===== src/rtl/tt_penguronik_divider_if.sv =====
// Tiny Tapeout tile bus for the divider: data in, control/status pins, result out.
// The host side is the master; the divider tile is the slave.
interface tt_penguronik_divider_if;
    logic       ena;
    logic [7:0] ui_in;
    logic [7:0] uio_in;
    logic [7:0] uio_out;
    logic [7:0] uio_oe;
    logic [7:0] uo_out;

    modport master (output ena, ui_in, uio_in, input uio_out, uio_oe, uo_out);
    modport slave  (input ena, ui_in, uio_in, output uio_out, uio_oe, uo_out);
endinterface


===== src/rtl/tt_penguronik_divider.sv =====
// Sequential 8-bit unsigned restoring divider tile: one quotient bit per clock,
// with quotient/remainder on uo_out and busy/done/dz status on uio_out.
module tt_penguronik_divider (
    input logic                    clk,
    input logic                    rst,
    tt_penguronik_divider_if.slave bus
);
    typedef enum logic [1:0] {
        IDLE = 2'd0,
        DIV  = 2'd1,
        DONE = 2'd2
    } state_t;

    state_t     state, state_nxt;
    logic [7:0] a, a_nxt;
    logic [7:0] b, b_nxt;
    logic [7:0] q, q_nxt;
    logic [8:0] r, r_nxt;
    logic [3:0] cnt, cnt_nxt;
    logic       dz, dz_nxt;

    logic       load_a, start, sel;
    logic [8:0] shifted;
    logic [9:0] diff;
    logic       busy, done;

    assign load_a = bus.uio_in[0];
    assign start  = bus.uio_in[1];
    assign sel    = bus.uio_in[5];

    // Extra headroom bit makes diff[9] a clean borrow flag for the trial subtract.
    assign shifted = {r[7:0], q[7]};
    assign diff    = {1'b0, shifted} - {2'b00, b};

    always_ff @(posedge clk) begin
        if (rst) begin
            state <= IDLE;
            a     <= '0;
            b     <= '0;
            q     <= '0;
            r     <= '0;
            cnt   <= '0;
            dz    <= 1'b0;
        end else begin
            state <= state_nxt;
            a     <= a_nxt;
            b     <= b_nxt;
            q     <= q_nxt;
            r     <= r_nxt;
            cnt   <= cnt_nxt;
            dz    <= dz_nxt;
        end
    end

    always_comb begin
        state_nxt = state;
        a_nxt     = a;
        b_nxt     = b;
        q_nxt     = q;
        r_nxt     = r;
        cnt_nxt   = cnt;
        dz_nxt    = dz;
        case (state)
            IDLE, DONE: begin
                // start takes priority over load_a; ui_in is then the divisor.
                if (start) begin
                    if (bus.ui_in != 8'd0) begin
                        b_nxt     = bus.ui_in;
                        q_nxt     = a;
                        r_nxt     = '0;
                        cnt_nxt   = '0;
                        dz_nxt    = 1'b0;
                        state_nxt = DIV;
                    end else begin
                        q_nxt     = '1;
                        r_nxt     = {1'b0, a};
                        dz_nxt    = 1'b1;
                        state_nxt = DONE;
                    end
                end else if (load_a) begin
                    a_nxt = bus.ui_in;
                end
            end
            DIV: begin
                if (!diff[9]) begin
                    r_nxt = diff[8:0];
                    q_nxt = {q[6:0], 1'b1};
                end else begin
                    r_nxt = shifted;
                    q_nxt = {q[6:0], 1'b0};
                end
                cnt_nxt = cnt + 4'd1;
                if (cnt == 4'd7) begin
                    state_nxt = DONE;
                end
            end
            default: state_nxt = IDLE;
        endcase
    end

    assign busy        = (state == DIV);
    assign done        = (state == DONE);
    assign bus.uio_oe  = 8'b0001_1100;
    assign bus.uio_out = {3'b000, dz & done, done, busy, 2'b00};
    assign bus.uo_out  = done ? (sel ? r[7:0] : q) : 8'd0;

    logic unused;
    assign unused = &{1'b0, bus.ena, bus.uio_in[7:6], bus.uio_in[4:2], r[8]};
endmodule

===== src/flat_wrapper.sv =====
// flat-port wrapper written by rule: the top's interface ports become plain ports
module tt_penguronik_divider_flat 
  (clk, rst, bus_ena, bus_ui_in, bus_uio_in, bus_uio_out, bus_uio_oe, bus_uo_out);
  tt_penguronik_divider_if bus_i ();
  input logic clk;
  input logic rst;
  input wire logic [$bits(bus_i.ena)-1:0] bus_ena;
  input wire logic [$bits(bus_i.ui_in)-1:0] bus_ui_in;
  input wire logic [$bits(bus_i.uio_in)-1:0] bus_uio_in;
  output wire logic [$bits(bus_i.uio_out)-1:0] bus_uio_out;
  output wire logic [$bits(bus_i.uio_oe)-1:0] bus_uio_oe;
  output wire logic [$bits(bus_i.uo_out)-1:0] bus_uo_out;
  assign bus_i.ena = bus_ena;
  assign bus_i.ui_in = bus_ui_in;
  assign bus_i.uio_in = bus_uio_in;
  assign bus_uio_out = bus_i.uio_out;
  assign bus_uio_oe = bus_i.uio_oe;
  assign bus_uo_out = bus_i.uo_out;
  tt_penguronik_divider u_core (.clk(clk), .rst(rst), .bus(bus_i));
endmodule

===== config.mk =====
export PLATFORM = sky130hd
export DESIGN_NAME = tt_penguronik_divider_flat
export DESIGN_NICKNAME = d
export VERILOG_FILES = /design/src/rtl/tt_penguronik_divider_if.sv /design/src/rtl/tt_penguronik_divider.sv /design/src/flat_wrapper.sv
export SDC_FILE = /design/constraint.sdc
export NUM_CORES = 1
export LEC_CHECK = 0
export ABC_CLOCK_PERIOD_IN_PS = 6800
export CAP_MARGIN = 20
export CORE_AREA = 10 10 113 105
export DETAILED_ROUTE_END_ITERATION = 10
export DIE_AREA = 0 0 123 115
export HOLD_SLACK_MARGIN = 0.12
export PLACE_DENSITY = 0.5
export SLEW_MARGIN = 15
export SYNTH_ARGS = -nofsm -noshare
export SYNTH_HDL_FRONTEND = slang
export SYNTH_SLANG_ARGS = --single-unit

===== constraint.sdc =====
create_clock -name clk -period 6.8 [get_ports clk]
set_clock_uncertainty 0.2 [all_clocks]
set_input_delay 1.36 -clock clk [delete_from_list [all_inputs] [get_ports clk]]
set_output_delay 1.36 -clock clk [all_outputs]
set_load 0.02 [all_outputs]

## Word level (Yosys, flattened, before mapping)

Cells that the tools add are included.

- Bits in registers: 39
- Output and inout bits: 24

- Equality and inequality tests: 6
- Bitwise gates (word level): 2
- $add $sub $neg: 2
- Multiplexer cells: 18
- Reduce and logical (&&, ||, !) cells: 10

Operators by type and width:

| operator | count |
|---|---|
| $mux W8 | 7 |
| $pmux W8 S2 | 2 |
| $sub A9 B8 Y10 | 1 |
| $reduce_and A3 Y1 | 3 |
| $mux W4 | 2 |
| $pmux W4 S2 | 1 |
| $reduce_bool A8 Y1 | 1 |
| $mux W2 | 3 |
| $reduce_and A2 Y1 | 3 |
| $add A4 B1 Y4 const B | 1 |
| $eq A4 B3 Y1 const B | 1 |
| $ne A2 B2 Y1 const B | 2 |
| $pmux W2 S2 | 1 |
| $eq A2 B1 Y1 const B | 1 |
| $eq A2 B2 Y1 const B | 1 |
| $logic_not A2 Y1 | 1 |
| $mux W1 | 2 |
| $ne A2 B1 Y1 const B | 1 |
| $reduce_bool A2 Y1 | 1 |
| $reduce_or A2 Y1 | 1 |
| $and A1 B1 Y1 | 1 |
| $not A1 Y1 | 1 |

## Longest topological paths before layout

- Depth after elaboration: 4
- Mapped depth: 9

## Worst setup path before layout

No wires, ideal clock.

- Path kind: input to output
- Start point: in bus_uio_in[5]
- End point: out bus_uo_out[0]
- Arrival: 2.143 ns
- Required time: 5.240 ns
- Setup slack: 3.097 ns
- Cell stages on the path: 3
- Cell sequence: clkbuf_1 -> mux2i_1 -> nor2_1

- Word-level cells in the longest chain between the ends: 2

Ends and longest elaborated chain:

| element | RTL line | text |
|---|---|---|
| from (decl) | flat_wrapper.sv:9 | `input wire logic [$bits(bus_i.uio_in)-1:0] bus_uio_in;` |
| $mux W8 (2 in series) | tt_penguronik_divider.sv:105 | `assign bus.uo_out = done ? (sel ? r[7:0] : q) : 8'd0;` |
| to (decl) | flat_wrapper.sv:12 | `output wire logic [$bits(bus_i.uo_out)-1:0] bus_uo_out;` |

Every way passes these cells.

## Final worst setup path

- Start point: in bus_uio_in[5]
- End point: out bus_uo_out[6]

Same word-level chain as after synthesis.

==> flow_metrics.tcl <==
set metrics [dict create \
    p_sw_share_pct 35.6 \
    ff_latch_area_um2 781 \
    detail-route-antenna-nets 0 \
    p_sw_mw 0.225 \
    antennaDiodeCount 0 \
    place.gp.congestion 0.816 \
    grt_usage_pct 8.52 \
    timing.critical_path.cells "clkdlybuf4s50_1 -> mux2i_1 -> nor2_1 -> clkdlybuf4s50_1" \
    grt_setup_unrepaired "false" \
    clockBufferDepth 2 \
    crit_path_start_kind "input port" \
    seq_power_share_pct 41.8 \
    routedWlPerCell_um 14.2 \
    crit_fanout 8 \
    holdWs_ns 0.256 \
    tightestPinTransition_ns 0.790 \
    clkPwrFrac_pct 27.0 \
    powerDensity_nw_per_um2 237 \
    dp_hpwl_um 4420 \
    grt_pass1_vias 1815 \
    drt_wl_total_um 5990 \
    power_frac_comb_pct 31.2 \
    fp-row-count 34 \
    overflow 0 \
    utilization_pct 28.2 \
    dp.cells 413 \
    ir_drop_uv 71.6 \
    insertion_delay_ns 0.30 \
    cts-root-buf "clkbuf_8" \
    worstPathArrival_ns 3.04 \
    design_area_um2 2670 \
    power_leakage_nw 1.03 \
    async_flop_share_pct 0 \
    path_clk_slew_ns 0.08 \
    ys_seq_elements 39 \
    post-route-period-util_pct 67.7 \
    drv_slew 0 \
    max_stage_delay_ns 0.80 \
    status "complete, no violations" \
    p_int_mw 0.407 \
    routed_via_density 4.57 \
    setup_violations 0 \
    num_vias 1926 \
    path_buf_inv 2 \
    numCtsBuffers 5 \
    die_h_um 115 \
    min_period_ns 4.60 \
    tns_ns 0 \
    max_clock_freq_mhz 217 \
    syn2layout_area_growth_pct 15.6 \
    coreArea_um2 9490 \
    power_mw 0.633 \
    crit_family "buffers and inverters" \
    cp_slowest_cell "clkdlybuf4s50_1" \
    hp-class "flip-flop to flip-flop" \
    antenna_found_initial 0 \
    layout.cells.non_filler 421 \
    drive_gt1_share_pct 7.80 \
    pin_count 43 \
    syn_area_um2 2310 \
    htreeDepth 2 \
    syn_area_per_cell_um2 8.20 \
    yosys_warnings 0 \
    drcViolationCount 0 \
    max_cap_viol_count 0 \
    ys_seq_area_share_pct 33.8 \
    end_kind "output pin" \
    synth_cells 282 \
    fin_nets 323 \
    initial_core_util_pct 24.4 \
    multiInputGateArea_um2 1330 \
    hold_viol 0 \
    worst_slew_margin_rel_pct 47.3 \
    synth-edff-count 0 \
    layout_setup_ws_ns 2.20 \
    cp_common_cell "clkdlybuf4s50_1" \
    detailedPlace.worstSlack_ns 2.16 \
    grt_start_max_net_pins 40 \
    synth_cell_types 43 \
    dr.pass1.iters 4 \
    n_fill_cell 1020 \
    cp.required_ns 5.24 \
    die-area_um2 14100 \
    cts_tree "built" \
    die_w_um 123 \
    drt-initial-drc-count 87 \
    cts_resized 0 \
    path_class "input port to output pin" \
    clock_sinks 39 \
    postCtsSetupRepairBufs 0 \
    ys.flop_type "dfxtp_1" \
    grt_pass1_wl_um 9640 \
    hold_buffers 0 \
    port_buffers 23 \
    detailed_place.area_um2 2570 \
]
## cells in the mapped netlist, types with 8 or more instances
master / count / area, um2
dfxtp_1: 39 / 781
mux2i_1: 21 / 210
buf_4: 16 / 120
ha_1: 9 / 113
o21ai_0: 11 / 55.1
a21oi_1: 26 / 130
nand2_1: 26 / 97.6
inv_1: 16 / 60.1
a211oi_1: 8 / 60.1
clkbuf_1: 8 / 30.0
nor2_1: 47 / 176
## tightest hold or removal path, delay by kind of cell (launching register included)
kind,cells,cell delay (ns)
flops,1,0.31
compound gates,1,0.05
simple gates,1,0.05
## power groups by stage
stage | Clock, mW | Combinational [mW] | Sequential [mW]
final | 0.171 | 0.197 | 0.264
after global routing | 0.186 | 0.221 | 0.267
after CTS | 0.176 | 0.198 | 0.264
after detailed placement | 0 | 0.196 | 0.269
after global placement | 0 | 0.195 | 0.269
after floorplan | 0 | 0.162 | 0.263
## cell type report
class	instances	share of cell area, %
Clock buffer	6	3.09
Inverter	16	2.25
Sequential cell	39	29.2
Tap cell	126	5.90
Clock inverter	2	0.609
Multi-Input combinational cell	207	49.8
Timing Repair Buffer	25	9.18
## routing by layer
metal	global-route usage, %	share of wire (%)	up-vias
li1	-	-	958
met1	11.6	49	918
met2	12.8	43	46
met3	2.50	7.5	4
met4	2.33	0.77	0
met5	0	0	-
## state kept, by name, indices dropped and copies added (netlist names)
register      cells
u_core.a          8
u_core.b          8
u_core.q          8
u_core.r          8
u_core.cnt        4
u_core.state      2
u_core.dz         1
## cell families after synthesis
| family | after synthesis | share of synthesized area (%) |
|---|---|---|
| xor gates and xnor gates | 5 | 1.89 |
| DFF | 39 | 33.8 |
| muxes | 22 | 9.74 |
| AOI/OAI and AO/OA | 66 | 21.2 |
| and+or+nand+nor | 91 | 16.8 |
| other | 2 | 0.325 |
| buffers and inverters | 47 | 10.5 |
| adders and majority gates | 10 | 5.74 |
## cell usage in the layout, fill, tap and decap left out, types with 2 or more instances in the layout
| cell type | Yosys | final |
|---|---|---|
| a21oi_2 | 2 | 2 |
| mux2i_1 | 21 | 21 |
| buf_4 | 16 | 2 |
| nand2_1 | 26 | 26 |
| and2_1 | 2 | 2 |
| clkbuf_8 | 0 | 6 |
| o21ai_0 | 11 | 11 |
| nand2b_1 | 3 | 3 |
| nor3_1 | 2 | 2 |
| a211oi_1 | 8 | 8 |
| inv_1 | 16 | 16 |
| nand3_1 | 2 | 2 |
| conb_1 | 2 | 13 |
| o31ai_1 | 2 | 2 |
| nor2_1 | 47 | 47 |
| clkdlybuf4s50_1 | 0 | 23 |
| nor4_1 | 2 | 2 |
| a21oi_1 | 26 | 26 |
| ha_1 | 9 | 9 |
| xor2_1 | 4 | 4 |
| a22oi_1 | 2 | 2 |
| nand3b_1 | 2 | 2 |
| a2111oi_2 | 5 | 5 |
| dfxtp_1 | 39 | 39 |
## final timing paths
| path | depth (start not counted) | from | to | slack, ns |
|---|---|---|---|---|
| worst min register to register | 2 | u_core.b[5] | u_core.b[5] | 0.26 |
| worst max-delay path | 4 | bus_uio_in[5] | bus_uo_out[6] | 2.20 |
| worst min-delay path | 2 | u_core.b[5] | u_core.b[5] | 0.26 |
| worst max register to register | 7 | u_core.b[4] | u_core.r[0] | 4.27 |
(Power assumes the default switching activity.)
